==> src/rtl/decoder_2_4_hold.sv <==
// decoder_2_4_hold: registered index-to-one-hot decoder, each line held HOLD cycles.
// Define DECODER_2_4_HOLD_GAP_EN to force an all-zero gap cycle between pulses.
module decoder_2_4_hold #(
  parameter int IDX_W = 2,
  parameter int OUT_W = 4,
  parameter int HOLD  = 3
) (
  input  logic             clk,
  input  logic             rst_n,
  input  logic             in_v,
  input  logic [IDX_W-1:0] in_y,
  output logic             in_ready,
  output logic [OUT_W-1:0] out,
  output logic             busy,
  output logic             err
);

  typedef enum logic [1:0] {
    S_IDLE = 2'd0,
    S_HOLD = 2'd1
`ifdef DECODER_2_4_HOLD_GAP_EN
    ,
    S_GAP  = 2'd2
`endif
  } state_t;

  localparam logic [7:0] CNT_LD = 8'(HOLD - 1);
  localparam logic [IDX_W:0] OUT_LIM = (IDX_W + 1)'(OUT_W);

  state_t           state;
  logic [7:0]       cnt;
  logic             last;
  logic             accept;
  logic             in_range;
  logic [OUT_W-1:0] dec;

  assign last = (state == S_HOLD) && (cnt == 8'd0);

`ifdef DECODER_2_4_HOLD_GAP_EN
  assign in_ready = (state == S_IDLE) || (state == S_GAP);
`else
  assign in_ready = (state == S_IDLE) || last;
`endif

  assign accept   = in_v && in_ready;
  assign in_range = {1'b0, in_y} < OUT_LIM;

  always_comb begin
    dec = '0;
    for (int i = 0; i < OUT_W; i++) begin
      if (in_y == IDX_W'(i)) dec[i] = 1'b1;
    end
  end

  // accept is only possible in IDLE, GAP or the last HOLD cycle
  always_ff @(posedge clk or negedge rst_n) begin
    if (!rst_n) begin
      state <= S_IDLE;
      cnt   <= 8'd0;
      out   <= '0;
      busy  <= 1'b0;
      err   <= 1'b0;
    end else begin
      err <= 1'b0;
      if (accept) begin
        if (in_range) begin
          state <= S_HOLD;
          cnt   <= CNT_LD;
          out   <= dec;
          busy  <= 1'b1;
        end else begin
          state <= S_IDLE;
          cnt   <= 8'd0;
          out   <= '0;
          busy  <= 1'b0;
          err   <= 1'b1;
        end
      end else if (state == S_HOLD && cnt != 8'd0) begin
        cnt <= cnt - 8'd1;
      end else if (last) begin
`ifdef DECODER_2_4_HOLD_GAP_EN
        state <= S_GAP;
`else
        state <= S_IDLE;
`endif
        out   <= '0;
        busy  <= 1'b0;
      end else begin
        state <= S_IDLE;
        cnt   <= 8'd0;
        out   <= '0;
        busy  <= 1'b0;
      end
    end
  end

endmodule

==> config.mk <==
export PLATFORM = sky130hd
export DESIGN_NAME = decoder_2_4_hold
export DESIGN_NICKNAME = d
export VERILOG_FILES = /design/src/rtl/decoder_2_4_hold.sv
export SDC_FILE = /design/constraint.sdc
export NUM_CORES = 1
export LEC_CHECK = 0
export BUFFER_PORTS_ARGS = -buffer_cell sky130_fd_sc_hd__buf_4
export CORE_MARGIN = 2
export CORE_UTILIZATION = 50
export DETAILED_ROUTE_END_ITERATION = 8
export HOLD_SLACK_MARGIN = 0.12
export PLACE_DENSITY = 0.73
export SETUP_SLACK_MARGIN = 0.1
export SLEW_MARGIN = 10
export SYNTH_ARGS = -nofsm -noshare
export SYNTH_HDL_FRONTEND = slang
export SYNTH_SLANG_ARGS = --single-unit
export TNS_END_PERCENT = 100
==> constraint.sdc <==
create_clock -name clk -period 4.98 [get_ports clk]
set_input_delay 0.747 -clock clk [delete_from_list [all_inputs] [get_ports clk]]
set_output_delay 0.747 -clock clk [all_outputs]
set_load 0.005 [all_outputs]
## Yosys cells after proc, flatten, opt, wreduce, memory -nomap -nowiden

Index checks and enable logic that the tools add are counted.

| storage, ports and cells | value |
|---|---|
| bits of input ports | 5 |
| register bits after elaboration | 15 |
| logic and storage cells | 32 |
| output and inout port bits | 7 |

| cells by class | value |
|---|---|
| muxes and demuxes | 13 |
| add/subtract/negate cells | 1 |
| reductions and logical operators | 8 |
| equality and inequality tests | 6 |

Operators with widths:

| kind | count |
|---|---|
| two-way mux 8 bit | 3 |
| zero test 8 bit | 1 |
| two-way mux 4 bit | 2 |
| nonzero test 8 bit | 1 |
| subtractor 8 x 1 -> 8 bit (second input constant) | 1 |
| two-way mux 1 bit | 6 |
| equality test 2 x 1 -> 1 bit (second input constant) | 2 |
| equality test 2 bit (second input constant) | 2 |
| zero test 2 bit | 2 |
| two-way mux 2 bit | 2 |
| logical AND 1 bit | 3 |
| != test 3 x 1 -> 1 bit (second input constant) | 1 |
| != test 2 bit (second input constant) | 1 |
| logical OR 1 bit | 1 |

## Depth between registers and ports, before layout

Gate-level depths: netlist (run 1).

| logic depth | value |
|---|---|
| depth in word-level cells | 5 |
| depth in mapped cells | 6 |

## Worst setup path before layout (run 1)

No wires, ideal clock.

| path | value |
|---|---|
| kind | register -> output |
| from | register cnt[0] |
| to | output in_ready |
| stages on the path, launching flop included | 6 |
| data required time | 4.233 ns |
| path slack | 2.743 ns |
| arrival | 1.490 ns |
| buffers on the path | 1 |
| path through | dfrtp_1 -> inv_1 -> ha_1 -> or3b_2 -> clkbuf_1 -> o21ai_4 |

| on the way | value |
|---|---|
| word-level cells in the longest chain between the ends | 3 |

Ends and longest elaborated chain:

| element | line | RTL |
|---|---|---|
| start: declaration | 31 | `logic [7:0] cnt;` |
| start signal: assignment | 79 | `cnt <= cnt - 8'd1;` |
| zero test 8 bit | 37 | `assign last = (state == S_HOLD) && (cnt == 8'd0);` |
| logical AND 1 bit | 37 |  |
| logical OR 1 bit | 42 | `assign in_ready = (state == S_IDLE) \|\| last;` |
| end: declaration | 12 | `output logic in_ready,` |

Every way passes these cells.

## Final worst setup path (run 1)

Ends and elaborated chain as after synthesis.

==> run metrics, run 1 <==
status=finished, final reports clean; Via-to-Cell Ratio=5.69; dpl hpwl=approximately 940 µm; Boundary Pins=12; number of hold buffers added after CTS=0; max-slew headroom at the worst pin=66.2%; total of flip-flops plus latches after synthesis=13; number of buffers created by CTS=3; H-tree depth=1; share of post-route cells with drive strength above 1=22.4%; worst r2r dst=out[0]$_DFFE_PN0P_; count of yosys warnings during synthesis=0; met2 layer usage reported by global route=~30%; measured slew at the worst slew-check pin=slightly above 0.5 ns; Post-Syn Nets=between 70 and 80; largest net degree at the start of global routing=14; Pins Over Slew Limit=0; worst r2r src=cnt[0]$_DFFE_PN0P_; Die Ht=40.9 µm; filler-free cell count of the finished design=91; Clock Sink Count=13; pwr/cell area=roughly 560 nW/µm²; met1 track utilization from global routing=23.3%; Ant. Diodes=0; time the worst path needs with I/O delays and setup=between 2 and 3 ns; register-to-register setup slack=around 2.9 ns; Post-Syn Instances=between 60 and 70; DR DRC count=0; number of nets still failing antenna checks after routing=0; relative area change from synthesis to final layout=15.3%; count of final hold-check violations=0; total area of multi-input combinational cells=approximately 320 µm²; final weighted congestion in routability-driven placement=between 0.7 and 0.8; buffers inserted during post-CTS setup optimization=0; clock tree from TritonCTS=built; number of antenna violations at the first check in global routing=0; critical path class=reg2out; detailed-route via count=just over 500; peak-usage layer in the global routing report=met2; I/O Buffers=10; Worst-Skew Late Latency=between 0.2 and 0.3 ns; post-CTS resize count=0; total gr overflow=0; Final Core Density=61.0%; final cycle utilization of the critical path=~55%; First-pass DRT Iterations=4; Final Skew=between 0.002 and 0.003 ns; CTS clock-pin slew for the worst setup and hold paths=about 0.080 ns; top area cells in the synthesized netlist=dfrtp_1, mux2_1, a21oi_1; launching element type of the critical path=register; Setup crit end kind=output pin; largest area contributor in the synthesized netlist=dfrtp_1; maximum fanout count along the critical path=8; effective utilization at floorplan=between 50% and 60%; Sequential cell area=325 µm²; VDD IR-drop max=between 0.0002 and 0.0003 V; Critical Path AT=approximately 2 ns; Post-Synthesis Cell Area=roughly 680 µm²; Max-Cap Viols=0; final setup vio count=0; Avg Synthesized Cell Area=approximately 10 µm²; violation count after the first detailed-routing iteration=5; CP required=4.23 ns; RSZ-0062 raised after global routing=false; register area share after synthesis=47.9%; net total in the final layout=84; average wire per cell in the routed design=13.4 µm; clock tree root driver cell=clkbuf_4; cell total after placement=87; Std-Cell Core Area=between 1000 and 1500 µm²; Die Width=about 41 µm; Register-to-Register Path Depth=5; post-route cell area=783 µm²; type of the tightest min-delay check=in2async; number of buffers between clock root and the deepest sink=2; post-synthesis cell type count=30; fill count=~120; cell row count=13; sum of negative setup slack=0 ns; P_leak=~0.37 nW; Routed Wire Length=1220 µm; number of global-route vias before repair=497; wire length of the first global-routing pass=slightly above 2000 µm; FMAX=0.363 GHz; share of the synthesized area in the top cell type=between 40% and 50%; die footprint=1670 µm²; placed instance area=757 µm²; met3 usage=5.43%; total routing resource utilization after global routing=19.2%
## synth_stat cells
master and count:
dfrtp_1 13, a21oi_1 6, inv_1 5, mux2_1 4, nor2_1 3, o21ai_0 3
or4_1 3, ha_1 2, nand2_1 2, nor3_1 2, nor4_1 2, o31ai_1 2
a21bo_2 1, a31o_2 1, and3_1 1, and3b_1 1, buf_2 1, buf_4 1
clkbuf_1 1, conb_1 1, nand2b_1 1, nand4b_1 1, nor2b_1 1, nor3b_1 1
o211ai_1 1, o21ai_4 1, o22a_1 1, o31a_1 1, or3b_2 1, xnor2_1 1
## worst max-delay path: stages (launching register included)
cell,delay [ns]
dfrtp_1,0.42
inv_1,0.12
ha_1,0.19
or3b_2,0.55
o21ai_4,0.29
buf_4,0.17
## cells by family (layout without fill, tap and decap cells)
kind of cell	Yosys count	count (layout)	synth area share (%)
muxes	4	4	6.63
adders and majority gates	2	2	3.68
and+or+nand+nor	19	19	17.1
buffers and inverters	8	19	5.16
DFF	13	13	47.9
AOI/OAI and AO/OA	17	17	17.7
other	1	1	0.552
xor gates and xnor gates	1	1	1.29
## worst max-delay path by stage
stage	from	end	slack (ns)	cells past startpoint
after floorplan	cnt[0]$_DFFE_PN0P_	in_ready	2.74	5
after global placement	cnt[0]$_DFFE_PN0P_	in_ready	2.59	5
after CTS	cnt[0]$_DFFE_PN0P_	in_ready	2.21	5
final	cnt[0]$_DFFE_PN0P_	in_ready	2.22	5
after global routing	cnt[0]$_DFFE_PN0P_	in_ready	2.13	5
after detailed placement	cnt[0]$_DFFE_PN0P_	in_ready	2.51	5
## placed cells by master, fill, tap and decap left out, types with 2 or more instances in the layout
cell type	Yosys	final
nor4_1	2	2
nor3_1	2	2
buf_4	1	10
dfrtp_1	13	13
o21ai_0	3	3
nor2_1	3	3
nand2_1	2	2
inv_1	5	5
o31ai_1	2	2
ha_1	2	2
clkbuf_4	0	3
mux2_1	4	4
a21oi_1	6	6
or4_1	3	3
## final cells by class
class                   instances  share of cell area, %
clock buffers                   4                   3.35
well taps                      15                   2.40
repair buffers                 10                   9.58
flip-flops and latches         13                   41.5
inverters                       5                   2.40
multi-input cells              44                   40.7
## registers in the layout, summed over array words and instances (netlist names)
register / count
busy: 1
cnt: 8
out: 4
## stage by stage
stage               hold slack [ns]  power, mW  worst slack [ns]
detailed placement            0.481      0.376              2.51
finish                        0.306      0.435              2.22
global route                  0.302      0.474              2.13
CTS                           0.304      0.440              2.21
floorplan                     0.451      0.322              2.74
global placement              0.479      0.367              2.59
## per-layer routing
layer / routed length [µm] / vias to the layer above / part of all wire [%]
met3: 55 / 4 / 4.5
met5: 0 / - / 0
met4: 21 / 0 / 1.7
li1: - / 255 / -
met2: 594 / 14 / 49
met1: 552 / 245 / 45
## power breakdown
group | switching [mW] | internal [mW]
Sequential | 0.0417 | 0.146
Clock | 0.0318 | 0.0310
Combinational | 0.0947 | 0.0902
Total | 0.168 | 0.267
Note: power is estimated with default switching activity, not from simulation.
==> inputs of run 2 (changes only) <==
--- a/config.mk
+++ b/config.mk
@@ -5,12 +5,13 @@
 export SDC_FILE = /design/constraint.sdc
 export NUM_CORES = 1
 export LEC_CHECK = 0
+export ABC_AREA = 1
 export BUFFER_PORTS_ARGS = -buffer_cell sky130_fd_sc_hd__buf_4
 export CORE_MARGIN = 2
-export CORE_UTILIZATION = 50
+export CORE_UTILIZATION = 47
 export DETAILED_ROUTE_END_ITERATION = 8
 export HOLD_SLACK_MARGIN = 0.12
-export PLACE_DENSITY = 0.73
+export PLACE_DENSITY = 0.71
 export SETUP_SLACK_MARGIN = 0.1
 export SLEW_MARGIN = 10
 export SYNTH_ARGS = -nofsm -noshare
==> constraint.sdc (replaced) <==
create_clock -name clk -period 2.4 [get_ports clk]
set_input_delay 0.36 -clock clk [delete_from_list [all_inputs] [get_ports clk]]
set_output_delay 0.36 -clock clk [all_outputs]
set_load 0.005 [all_outputs]
==> run 2 against run 1 <==
Net effect:
- wire length increased by 6.1%
- final cell count increased by 32%
- sequential cell count unchanged
- power increased by 140%
- non-clock buffer count increased by 2
- clock skew about the same
==> run metrics, run 2 <==
Post-Syn Instances=91; VDD IR-drop max=0.000607 V; effective utilization at floorplan=a little over half; FMAX=about 0.58 GHz; final cycle utilization of the critical path=a little under three quarters; CP max stage delay=0.39 ns; Post-Synthesis Cell Area=about 700 µm²; type of the tightest min-delay check=in2reg; Via-to-Cell Ratio=4.83; buffers inserted during post-CTS setup optimization=0; largest net degree at the start of global routing=14; relative area change from synthesis to final layout=17.1%; number of nets still failing antenna checks after routing=0; share of post-route cells with drive strength above 1=~16%; number of hold buffers added after CTS=1; most numerous cell types in the synthesized netlist=nand2_1, nor2_1, inv_1, dfrtp_1, nand3_1; cell row count=13; clock tree root driver cell=clkbuf_4; H-tree depth=1; Avg Synthesized Cell Area=around 7.6 µm²; Post-synth ARST share=100%; Max-Cap Viols=0; internal power=just under 600 µW; total gr overflow=0; largest area contributor in the synthesized netlist=dfrtp_1; average wire per cell in the routed design=10.8 µm; Setup crit end kind=output pin; Clock Sink Count=13; P_leak=0.464 nW; maximum fanout count along the critical path=4; Std-Cell Core Area=between 1000 and 1500 µm²; number of buffers created by CTS=3; count of yosys warnings during synthesis=0; number of buffers between clock root and the deepest sink=2; top-count cell post-synth=nand2_1; Pins Over Slew Limit=0; dominant delay contributor by cell family on the critical path=flip-flops; RSZ-0062 raised after global routing=false; final setup vio count=0; CTS clock-pin slew for the worst setup and hold paths=roughly 0.080 ns; Die Width=about 42 µm; register name with the most flops=cnt; number of flops mapped to enable cells by yosys=0; most instantiated flip-flop cell in the synthesis netlist=dfrtp_1; count of final hold-check violations=0; sum of negative setup slack=0 ns; post-route cell area=815 µm²; First-pass DRT Iterations=4; Net Sw Power=between 400 and 500 µW; flip-flop count of the largest register after layout=8; pwr/cell area=about 1300 nW/µm²; final weighted congestion in routability-driven placement=0.793; violation count after the first detailed-routing iteration=11; Worst-Skew Late Latency=approximately 0.27 ns; share of the synthesized area in the top cell type=between 40% and 50%; number of global-route vias before repair=between 500 and 600; launching element type of the critical path=register; DR DRC count=0; wire length of the first global-routing pass=between 2000 and 2500 µm; detailed-route via count=579; Ant. Diodes=0; CP required=about 2 ns; power share of the clock group=between 10% and 20%; largest registers=cnt: 8 flops, out: 4 flops, busy: 1 flops; post-synthesis cell type count=16; I/O Buffers=10; placed instance area=around 780 µm²; Routed Wire Length=1300 µm; leading cell types in the layout, fill and taps excluded=nand2_1, nor2_1, inv_1; cell-by-cell listing of the critical path=inv_1 > ha_1 > nand2_1 > o21ai_4 > buf_4; Boundary Pins=12; net total in the final layout=between 100 and 150; most common cell after layout, fill and taps aside=nand2_1; Post-Syn Nets=98; Critical Path AT=about 1.4 ns; Final Skew=approximately 0.0026 ns; post-CTS resize count=0; combinational share of power=50.2%; total of flip-flops plus latches after synthesis=13; number of antenna violations at the first check in global routing=0; die footprint=~1800 µm²; master of the slowest instance on the critical path=dfrtp_1; Worst Path Buf+Inv=2; register area share after synthesis=46.8%; switching portion of total power=between 40% and 50%; Die Ht=between 40 and 50 µm; critical path class=reg2out; top area cells in the synthesized netlist=dfrtp_1, nand2_1, nor2_1; sequential share of power=37.0%; status=finished, final reports clean; clock tree from TritonCTS=built; dpl hpwl=990 µm; total routing resource utilization after global routing=around 17%; time the worst path needs with I/O delays and setup=around 1.7 ns
==> run 2: changes by cell type in the layout (fill, tap and decap cells not counted), sizes merged, moves of 3 or more <==
cell,change
nor2,+16
mux2,-4
or4,-3
a21oi,-6
inv,+9
nand3,+11
nand2,+20
==> run 2: routing by layer <==
layer | part of all wire (%) | global-route usage, % | vias to the layer above
met5 | 0 | 0 | -
li1 | - | - | 300
met4 | 0.69 | 7.50 | 0
met2 | 51 | 29.8 | 10
met1 | 44 | 18.5 | 267
met3 | 3.3 | 3.88 | 2
==> run 2: tightest hold or removal path, stage by stage <==
cell and delay, ns:
buf_4 0.09, nor2_1 0.04, nand3_1 0.06, nand2_1 0.04
==> run 2: cell families (layout without fill, tap and decap cells) <==
group                    Yosys count  after routing  synth area share, %
other                              1              1                0.539
flip-flops                        13             13                 46.8
XOR/XNOR                           2              2                 2.52
AO/OA/AOI/OAI                      3              3                 4.14
buffers and inverters             16             30                 10.3
AND/OR/NAND/NOR                   54             54                 32.2
adder cells (fa/ha/maj)            2              2                 3.60
==> run 2: metrics by stage <==
step	power, mW	cells	setup WS [ns]	hold WS, ns	utilization (%)
6_report	1.03	120	0.682	0.363	61.1
5_1_grt	1.13	120	0.587	0.378	61.1
4_1_cts	1.04	120	0.669	0.356	61.1
3_5_place_dp	0.906	115	0.974	0.216	58.3
3_3_place_gp	0.892	115	1.01	0.213	58.3
2_1_floorplan	0.749	91	0.989	0.0644	-
==> run 2: power by group through the flow <==
stage / logic (mW) / registers, mW / clock network (mW)
2_1_floorplan: 0.372 / 0.376 / 0
4_1_cts: 0.524 / 0.382 / 0.137
3_3_place_gp: 0.507 / 0.385 / 0
3_5_place_dp: 0.520 / 0.386 / 0
6_report: 0.517 / 0.382 / 0.132
5_1_grt: 0.591 / 0.395 / 0.146
==> run 2: final cells by class <==
class	instances	area [µm²]
Clock buffer	4	26.3
Fill cell	133	519
Inverter	14	52.6
Multi-Input combinational cell	62	299
Sequential cell	13	325
Tap cell	15	18.8
Timing Repair Buffer	12	92.6
==> run 2: path summary, 6_finish.rpt <==
path / from / endpoint / slack [ns] / depth (start not counted)
hold reg to reg: out[2]$_DFFE_PN0P_ / out[2]$_DFFE_PN0P_ / 0.49 / 2
setup / recovery: cnt[0]$_DFFE_PN0P_ / in_ready / 0.68 / 5
max in group asynchronous: rst_n / cnt[0]$_DFFE_PN0P_ / 1.77 / 2
min in group asynchronous: rst_n / cnt[4]$_DFFE_PN0P_ / 0.47 / 2
setup reg to reg: cnt[0]$_DFFE_PN0P_ / out[0]$_DFFE_PN0P_ / 1.01 / 7
hold / removal: in_y[1] / out[1]$_DFFE_PN0P_ / 0.36 / 4
